--- config.mk ---
export PLATFORM = sky130hd
export DESIGN_NAME = wb_port_arbiter
export DESIGN_NICKNAME = d
export VERILOG_FILES = /design/src/rtl/wb_port_arbiter.sv
export SDC_FILE = /design/constraint.sdc
export NUM_CORES = 1
export LEC_CHECK = 0
export ABC_CLOCK_PERIOD_IN_PS = 16700
export CORE_ASPECT_RATIO = 0.75
export CORE_MARGIN = 2
export CORE_UTILIZATION = 52
export CTS_BUF_LIST = sky130_fd_sc_hd__clkbuf_8
export DETAILED_ROUTE_END_ITERATION = 6
export GPL_ROUTABILITY_DRIVEN = 0
export GPL_TIMING_DRIVEN = 1
export PLACE_DENSITY = 0.94
export SYNTH_ARGS = -nofsm -noshare
export SYNTH_HDL_FRONTEND = slang
export SYNTH_SLANG_ARGS = --single-unit
--- constraint.sdc ---
create_clock -name clk -period 16.7 [get_ports clk]
set_input_delay 3.34 -clock clk [delete_from_list [all_inputs] [get_ports clk]]
set_output_delay 3.34 -clock clk [all_outputs]
set_load 0.005 [all_outputs]
--- src/rtl/wb_port_arbiter.sv ---
// Register-file write-port arbiter for the ALU (src0) and load (src1) writeback paths.
// Define WB_ARB_RR_EN for round-robin on different-rd contention; default is fixed load priority.
module wb_port_arbiter #(
    parameter int DW = 64
) (
    input  logic          clk,
    input  logic          reset_n,
    input  logic          s0_valid,
    input  logic [4:0]    s0_rd,
    input  logic [DW-1:0] s0_data,
    output logic          s0_ready,
    input  logic          s1_valid,
    input  logic [4:0]    s1_rd,
    input  logic [DW-1:0] s1_data,
    output logic          s1_ready,
    output logic          wr_en,
    output logic [31:0]   wr_sel,
    output logic [DW-1:0] wr_data,
    output logic [31:0]   busy
);

    localparam logic [4:0] XZR = 5'd31;

    // Bit 0 is src0 and bit 1 is src1 in every two-bit vector below.
    logic [1:0]    r_vld;
    logic [1:0]    r_old;
    logic [4:0]    r_rd   [2];
    logic [DW-1:0] r_data [2];
    logic          r_wr_en;
    logic [31:0]   r_wr_sel;
    logic [DW-1:0] r_wr_data;

`ifdef WB_ARB_RR_EN
    typedef enum logic {SRC0 = 1'b0, SRC1 = 1'b1} src_e;
    src_e r_rr_ptr;
`endif

    logic [1:0] w_grant;
    logic [1:0] w_ready;
    logic [1:0] w_enq;
    logic [1:0] w_surv;
    logic       w_both;
    logic       w_any;
    logic       w_gnt_idx;

    assign w_both = r_vld[0] & r_vld[1];

    // NOTE: every signal assigned in always_comb gets a default first so no latch is inferred.
    always_comb begin
        w_grant = r_vld;
        if (w_both) begin
            if (r_rd[0] == r_rd[1]) begin
                // Same destination: the older entry must write first.
                w_grant = r_old[0] ? 2'b01 : 2'b10;
            end else begin
`ifdef WB_ARB_RR_EN
                w_grant = (r_rr_ptr == SRC1) ? 2'b10 : 2'b01;
`else
                w_grant = 2'b10;
`endif
            end
        end
    end

    assign w_any     = |w_grant;
    assign w_gnt_idx = w_grant[1];
    assign w_ready   = ~r_vld | w_grant;
    assign w_surv    = r_vld & ~w_grant;
    assign w_enq[0]  = s0_valid & w_ready[0] & (s0_rd != XZR);
    assign w_enq[1]  = s1_valid & w_ready[1] & (s1_rd != XZR);

    assign s0_ready = w_ready[0];
    assign s1_ready = w_ready[1];

    always_comb begin
        busy = '0;
        for (int n = 0; n < 2; n++) begin
            if (r_vld[n]) busy = busy | (32'b1 << r_rd[n]);
        end
    end

    // At most one buffer survives a cycle in which both were valid, so a surviving entry
    // is older exactly when the other side enqueues behind it; a same-edge tie favours src1.
    always_ff @(posedge clk or negedge reset_n) begin
        if (!reset_n) begin
            r_vld     <= '0;
            r_old     <= '0;
            r_wr_en   <= 1'b0;
            r_wr_sel  <= '0;
            r_wr_data <= '0;
        end else begin
            r_vld     <= w_enq | w_surv;
            r_old[0]  <= w_surv[0] & w_enq[1];
            r_old[1]  <= w_enq[0] & (w_surv[1] | w_enq[1]);
            r_wr_en   <= w_any;
            r_wr_sel  <= w_any ? (32'b1 << r_rd[w_gnt_idx]) : 32'b0;
            if (w_any) r_wr_data <= r_data[w_gnt_idx];
        end
    end

`ifdef WB_ARB_RR_EN
    always_ff @(posedge clk or negedge reset_n) begin
        if (!reset_n) begin
            r_rr_ptr <= SRC0;
        end else if (w_both) begin
            r_rr_ptr <= w_gnt_idx ? SRC0 : SRC1;
        end
    end
`endif

    // NOTE: buffer payload has no reset; r_vld qualifies it, so stale contents are never used.
    always_ff @(posedge clk) begin
        if (w_enq[0]) begin
            r_rd[0]   <= s0_rd;
            r_data[0] <= s0_data;
        end
        if (w_enq[1]) begin
            r_rd[1]   <= s1_rd;
            r_data[1] <= s1_data;
        end
    end

    assign wr_en   = r_wr_en;
    assign wr_sel  = r_wr_sel;
    assign wr_data = r_wr_data;

endmodule

==> results of run 1 <==
[layout make-up]
class                   count  area [um^2]  share of cell area (%)
well taps                 236          295                    2.34
repair buffers            279         2770                    22.0
clock inverters            25          169                    1.34
inverters                   2         7.51                  0.0594
flip-flops and latches    238         6650                    52.6
multi-input cells         314         2150                    17.0
clock buffers              43          592                    4.69
[placed cells by master, fill, tap and decap left out, drive strengths merged, types with 2 or more instances in the layout]
master	synthesis	layout
buf	21	8
nor2	10	10
clkdlybuf4s50	0	271
or2	2	2
nor3b	6	6
o22ai	2	2
o211ai	3	3
nand2	52	52
nand4	3	3
o221a	61	61
a22oi	3	3
or3	64	64
nor2b	4	4
a22o	4	4
edfxtp	138	138
and3b	2	2
clkinv	0	4
nor3	5	5
nand3	13	13
clkbuf	24	43
bufinv	0	2
dfrtp	100	100
o21ai	57	57
nand3b	2	2
xor2	5	5
nand2b	4	4
or3b	2	2
inv	2	20
and3	2	2
[cells by family after synthesis]
kind of cell,Yosys count
AND/OR/NAND/NOR,175
buffers and inverters,47
flip-flops,238
AO/OA/AOI/OAI,134
XOR/XNOR,5
[layer usage]
| layer | part of all wire [%] | track usage, % | vias up |
|---|---|---|---|
| met2 | 48 | 42.0 | 463 |
| met5 | 0 | 0 | - |
| met4 | 3.5 | 10.0 | 0 |
| li1 | - | - | 2859 |
| met1 | 39 | 34.5 | 3256 |
| met3 | 10 | 7.92 | 83 |
[through the flow]
step | cells | total power, mW | util [%] | hold slack, ns | setup WS [ns]
floorplan | 599 | 0.756 | - | 0.491 | 9.18
global placement | 1069 | 0.850 | 69.9 | 0.492 | 10.59
detailed placement | 1069 | 0.856 | 69.9 | 0.500 | 10.46
CTS | 1137 | 1.35 | 74.4 | 0.510 | 9.85
global route | 1137 | 1.39 | 74.4 | 0.527 | 9.56
finish | 1137 | 1.34 | 74.4 | 0.506 | 9.79
[critical path: stages (launching register included)]
cell and delay, ns:
dfrtp_2 0.82, buf_4 0.52, o21ai_0 0.37, nor3b_1 0.49, nand2_1 0.15, o21ai_0 0.12, clkdlybuf4s50_1 0.55
[power groups by stage]
stage	Combinational, mW	Sequential [mW]	Clock, mW
4_1_cts	0.154	0.693	0.506
3_3_place_gp	0.148	0.701	0
2_1_floorplan	0.0594	0.696	0
5_1_grt	0.163	0.697	0.535
3_5_place_dp	0.153	0.703	0
6_report	0.153	0.693	0.497
[worst paths after layout]
kind	from	slack [ns]	to
max	r_vld[1]	9.79	busy[13]
min	r_data[0][18]	0.51	wr_data[18]
max reg2reg	r_vld[0]	12.58	r_data[0][4]
min reg2reg	r_data[0][18]	0.51	wr_data[18]
max in group asynchronous	reset_n	12.65	r_vld[0]
min in group asynchronous	reset_n	2.82	wr_data[18]
[flip-flops by register name (all words and copies together) (netlist names)]
signal	flops
r_data	128
wr_data	64
wr_sel	32
r_rd	10
r_vld	2
r_old	1
wr_en	1
==> out/metrics.cfg, run 1 <==
[status]
status=complete, but fails checks
violations=DRC

[place]
port_buffers=272
dp.final_hpwl_um=16400
placed_cell_area_um2=11900

[clocking]
clockBufferDepth=3
cts_setup_buffers=0
cts.sinks=238
htree_num_levels=2
cts_tree=done
clkTransAtPathRegs_ns=0.07
insertion_delay_ns=0.52
cts_resized=0
cts_buffers=37
root_buffer=clkbuf_8
cts_hold_buf=0

[detailed_routing]
post-route-drc-count=3
vias_per_cell=5.86
vias=6661
wl_per_cell_um=21.6
drt_wl_total_um=24500
dr.pass1.iters=7
ant_nets=0
drtIter0Drc=811

[critical_path]
start_kind=flop
worstSetupEndpointType=output port
worst-r2r-cell-count=7
critPathMaxFanout=46
critPathKind=flop to output port
crit_required_ns=13.36
worstPathArrival_ns=3.57

[sta]
clock_skew_ns=0.0106
setup_viol=0
slew_viol_final=0
relSlewSlack_pct=35.6
tightest_slew_ns=0.966
finalSetupTns_ns=0
period_share_pct=41.4
layout_min_cycle_time_ns=6.91
rsz0062_at_grt=no
final_hold_viol_count=0
fmax_mhz=145

[synthesis]
synth_compound_area_share_pct=12.1
synthFlopType=edfxtp_1
synth.top_cells.by_count=edfxtp_1, dfrtp_1, or3_1
synth-edff-count=138
synthXorXnorAreaFrac_pct=0.565
synthDominantCellAreaShare_pct=45.6
synthAdderAreaFrac_pct=0
yosys.area_share.simple_pct=10.6
yosysMostFrequentCell=edfxtp_1
postSynth.asyncResetShare_pct=42.0
synth_area_per_cell_um2=15.2
synth.area.top_cells=edfxtp_1, dfrtp_1, o221a_1
ys_types=41
ys_seq_area_share_pct=73.2
yosysWarnings=0
syn-num-nets=741
synth_top_area_cell=edfxtp_1
synthCells=599
synth-seq-cells=238
synth.area.mux_share_pct=0
synth_top_family_by_area=compound AO/OA/AOI/OAI gates
synth.cell_area_um2=9080

[grt]
grt_overflow=0
grt_first_pass_wirelength_um=37400
grt.total_usage_pct=26.4
antenna_found_initial=0
grt_pass1_vias=6767
grt_max_degree=58

[final_layout]
nets=1014
layout-drive-gt1-share_pct=8.44
n_antenna_cell=0
fillers=1052
final_area_um2=12600
area_delta_synth_final_pct=39.0

[power]
intPower_mw=1.03
switching_power_uw=317
ir_drop_uv=75.1
p_comb_share_pct=11.4
swShare_pct=23.6
sequentialPowerShare_pct=51.6
powerDensity_nw_per_um2=106
clock_power_share_pct=37.0
p_leak_nw=4.62

[die]
die-area_um2=18600
placement_rows=41
die_x_um=157
initial_core_util_pct=53.5
core_area_um2=17000
io_pins=273
fp.dieH_um=118

[hold_path]
whs_path_depth=1
min_path_type=flop to flop

[flow_run]
cap_viol_max_count=0

(Power assumes the default switching activity.)
==> run 2: changes to the inputs <==
Settings changed: ABC_CLOCK_PERIOD_IN_PS 16700 to 6160, CORE_UTILIZATION 52 to 44, PLACE_DENSITY 0.94 to 0.86.
Clock period 16.7 ns to 6.16 ns, I/O delays scaled along.
==> run 2 against run 1 <==
Against the previous run:
- clock-buffer cell count down 1
- the run now ends clean
- combinational power grew to 2.7 times the previous value
- critical endpoint is now s0_ready
- total power increased to 2.7 times the previous value
- non-clock buffer count grew 1
- sequential share of layout area shrank 0.062 points
- cell area grew 0.12%
- critical path type unchanged
- hold slack hardly changed
==> out/metrics.cfg, run 2 (synthesis results as in run 1) <==
[hold_path]
min_path_type=flop to flop
whs_path_depth=1
holdCritStartpoint=r_data[0][46]
min_to=wr_data[46]

[critical_path]
timing.reg2reg.setup_slack_ns=2.89
worst-r2r-cell-count=6
r2r-start=r_vld[1]
worstPathArrival_ns=3.34
start_kind=flop
worstSetupEndpointType=output port
critPathMaxFanout=57
crit_required_ns=4.93
critPathKind=flop to output port
timing.rr.end=r_data[0][5]

[final_layout]
final_common_cell=clkdlybuf4s50_1
mostFrequentLayoutCells=clkdlybuf4s50_1, edfxtp_1, dfrtp_1, or3_1, o221a_1
ff_latch_area_um2=6650
layout-drive-gt1-share_pct=8.51
area_delta_synth_final_pct=39.2
multi_input_area_um2=2150
fillers=1501
regMostFlops=r_data
largest_register_ffs=128
nets=1017

[sta]
finalSetupTns_ns=0
period_share_pct=74.2
clock_skew_ns=0.0248
setup_viol=0
fmax_mhz=219
rsz0062_at_grt=no
relSlewSlack_pct=33.9
layout_min_cycle_time_ns=4.57
final_hold_viol_count=0
slew_viol_final=0
tightest_slew_ns=0.991

[clocking]
clockBufferDepth=3
cts_tree=done
insertion_delay_ns=0.51
htree_num_levels=2
cts_setup_buffers=0
cts_resized=0
root_buffer=clkbuf_8
clkTransAtPathRegs_ns=0.06
cts_hold_buf=0
cts.sinks=238
cts_buffers=39

[die]
die-area_um2=21800
placement_rows=45
initial_core_util_pct=44.8
fp.dieH_um=128
die_x_um=170
core_area_um2=20300
io_pins=273

[power]
powerDensity_nw_per_um2=283
power_mw=3.58
p_leak_nw=4.60
ir_drop_uv=206

[detailed_routing]
ant_nets=0
wl_per_cell_um=21.4
drt_wl_total_um=24900
drtIter0Drc=703
vias_per_cell=5.67
dr.pass1.iters=5
post-route-drc-count=0
vias=6605

[flow_run]
cap_viol_max_count=0

[grt]
grt.total_usage_pct=22.8
antenna_found_initial=3
grt_overflow=0
grt_first_pass_wirelength_um=37900
grt_max_degree=68
grt_pass1_vias=6734

[place]
port_buffers=272
dp.final_hpwl_um=16700

[status]
status=finished, final reports clean

==> run 2: cell types whose count changed in the layout (fill, tap and decap cells not counted), sizes merged <==
cell      delta
inv          -5
clkinvlp     +1
diode        +2
bufinv       -1
clkbuf       -1
clkinv       +9
buf          +1
==> run 2: layout make-up <==
class	instances	area share, %
flip-flops and latches	238	52.6
inverters	2	0.0594
clock buffers	42	4.57
repair buffers	280	22.0
well taps	258	2.55
multi-input cells	314	17.0
clock inverters	29	1.25
diodes	2	0.0396
==> run 2: metal layers <==
metal | routed length (um) | part of all wire, % | vias to the layer above | GRT usage, %
met5 | 17 | 0.068 | - | 0
met2 | 11400 | 46 | 423 | 36.2
met3 | 2960 | 12 | 45 | 8.09
met1 | 10000 | 40 | 3265 | 30.0
met4 | 490 | 2.0 | 2 | 6.33
li1 | - | - | 2870 | -
==> run 2: worst max-delay path by stage <==
stage | from | endpoint | slack, ns | depth (start not counted)
final | r_vld[1] | s0_ready | 1.59 | 6
after global routing | r_vld[1] | s0_ready | 1.41 | 6
after CTS | r_vld[1] | s0_ready | 1.58 | 6
after detailed placement | r_vld[1] | s0_ready | 2.12 | 6
after global placement | r_vld[1] | s0_ready | 2.27 | 6
after floorplan | r_rd[1][2] | r_data[0][0] | 0.71 | 7
==> run 2: power by group <==
| part | internal (mW) | switching (mW) | leakage (nW) | total [mW] |
|---|---|---|---|---|
| clock network | 0.678 | 0.613 | 0.421 | 1.29 |
| logic | 0.240 | 0.170 | 1.64 | 0.410 |
| registers | 1.81 | 0.0715 | 2.54 | 1.88 |
| total | 2.73 | 0.854 | 4.60 | 3.58 |
==> run 2: worst max-delay path, stage by stage (launching register included) <==
cell and delay, ns:
dfrtp_2 0.99, nand2_1 0.22, nor3b_2 0.47, and2_1 0.38, inv_2 0.13, nand3_1 0.10
clkdlybuf4s50_1 0.54
==> run 2: stage by stage <==
step	area [um^2]	util [%]	hold WS, ns	instances	worst slack [ns]
2_1_floorplan	9080	-	0.491	599	0.706
3_3_place_gp	11900	58.7	0.493	1092	2.27
3_5_place_dp	11900	58.7	0.503	1092	2.12
4_1_cts	12600	62.4	0.511	1163	1.58
5_1_grt	12600	62.4	0.528	1164	1.41
6_report	12600	62.4	0.506	1165	1.59
==> run 3: changes to the inputs <==
Settings changed: ABC_CLOCK_PERIOD_IN_PS 6160 to 3800.
Clock period 6.16 ns to 3.8 ns, I/O delays scaled along.
==> run 3 against run 2 <==
Against the previous run:
- total power is 65% higher
- cell count is 0.17% lower
- core utilization is 0.30 points higher
- highest routed layer unchanged
- via count is 1.2% lower
- critical path type unchanged
- first-iteration DRC count is 20% higher
- wire length is 1.3% higher
- clock-buffer cell count stayed put
- critical path depth stayed put
- global-route usage is 0.29 points higher
- non-clock buffer count is 4 higher
- flip-flop and latch count stayed put
- combinational power is 67% higher
- critical endpoint unchanged
==> out/metrics.cfg, run 3 (synthesis results as in run 1) <==
[status]
status=finished, final reports clean

[final_layout]
final_area_um2=12700
area_delta_synth_final_pct=39.9
final_common_cell=clkdlybuf4s50_1
nets=1019
layout.cells.non_filler=1163
n_antenna_cell=0
layout-drive-gt1-share_pct=8.84
largest_register_ffs=128
mostFrequentLayoutCells=clkdlybuf4s50_1, edfxtp_1, dfrtp_1, or3_1, o221a_1
regMostFlops=r_data
fillers=1480

[critical_path]
worstSetupEndpointType=output port
start_kind=flop
crit_required_ns=3.04
critPathMaxFanout=34
worstPathArrival_ns=2.86
critPathLaunch=r_vld[0]
critPathKind=flop to output port
timing.reg2reg.setup_slack_ns=0.96
r2r-start=r_vld[0]

[grt]
grt_first_pass_wirelength_um=38100
grt.total_usage_pct=23.1
grt_overflow=0
grt_pass1_vias=6588
antenna_found_initial=1
grt_max_degree=71

[clocking]
cts_hold_buf=0
clkTransAtPathRegs_ns=0.07
insertion_delay_ns=0.51
htree_num_levels=2
cts.sinks=238
root_buffer=clkbuf_8
cts_buffers=37
cts_tree=done
clockBufferDepth=3

[flow_run]
cap_viol_max_count=0

[sta]
tightest_slew_ns=0.964
relSlewSlack_pct=35.8
period_share_pct=95.2
fmax_mhz=276
layout_min_cycle_time_ns=3.62
rsz0062_at_grt=no
holdWs_ns=0.401
clock_skew_ns=0.0237
finalSetupTns_ns=0
final_hold_viol_count=0
slew_viol_final=0
setup_viol=0

[place]
port_buffers=272
placed_cell_area_um2=11900
place_inst=1096
dp.final_hpwl_um=17200

[die]
core_area_um2=20300
placement_rows=45
initial_core_util_pct=44.8
die_x_um=170
io_pins=273
die-area_um2=21800
fp.dieH_um=128

[hold_path]
min_path_type=primary input to asynchronous set/reset pin

[power]
sequentialPowerShare_pct=51.5
powerDensity_nw_per_um2=465
power_mw=5.91
ir_drop_uv=284
switching_power_mw=1.36
clock_power_share_pct=36.9
swShare_pct=23.0
intPower_mw=4.55
p_comb_share_pct=11.6
p_leak_nw=4.63

[detailed_routing]
vias_per_cell=5.61
post-route-drc-count=0
drtIter0Drc=844
wl_per_cell_um=21.7
drt_wl_total_um=25200
dr.pass1.iters=6
vias=6526
ant_nets=0

[run 3: changes by cell type in the layout (fill, tap and decap cells not counted), sizes merged]
cell / change
bufinv: +2
diode: -2
inv: -2
clkinvlp: -2
buf: +4
clkinv: -2
[run 3: routing by layer]
layer | routed length (um) | track usage (%) | share of wire, %
met1 | 10400 | 31.4 | 41
met2 | 11500 | 35.8 | 46
met3 | 2850 | 8.12 | 11
met4 | 431 | 6.03 | 1.7
met5 | 15 | 0 | 0.059
[run 3: final timing paths]
check	to	cells after the start
hold / removal	wr_sel[14]	1
hold reg to reg	wr_data[50]	1
max in group asynchronous	wr_data[54]	2
setup reg to reg	r_data[0][15]	6
setup / recovery	s0_ready	6
min in group clk	wr_data[50]	1
[run 3: timing repair]
action	in CTS	in global routing
resized for setup	1	2
endpoints found under the hold margin	0	0
buffers inserted	0	0
endpoints found under the setup margin	1	2
[run 3: power groups by stage]
stage	clock (mW)	sequential [mW]	combinational (mW)
finish	2.18	3.05	0.683
global route	2.37	3.06	0.734
CTS	2.24	3.05	0.688
detailed placement	0	3.09	0.687
global placement	0	3.09	0.667
floorplan	0	3.05	0.263
[run 3: worst max-delay path, stage by stage, from the launching register on]
cell and delay, ns:
dfrtp_4 0.66, nand2_1 0.17, nor3b_2 0.47, and2_2 0.34, inv_2 0.10, nand3_1 0.10, clkdlybuf4s50_1 0.51
[run 3: final cells by class]
cell class	count	area [um^2]	area share (%)
Tap cell	258	323	2.54
Clock inverter	25	185	1.46
Multi-Input combinational cell	314	2150	16.9
Timing Repair Buffer	284	2810	22.1
Inverter	2	7.51	0.0591
Sequential cell	238	6650	52.3
Clock buffer	42	578	4.55
[run 3: through the flow]
step	utilization [%]	worst slack, ns
after global routing	62.7	0.0415
after global placement	58.9	0.629
after CTS	62.7	0.0724
after detailed placement	58.9	0.499
final	62.7	0.182
after floorplan	-	0.444
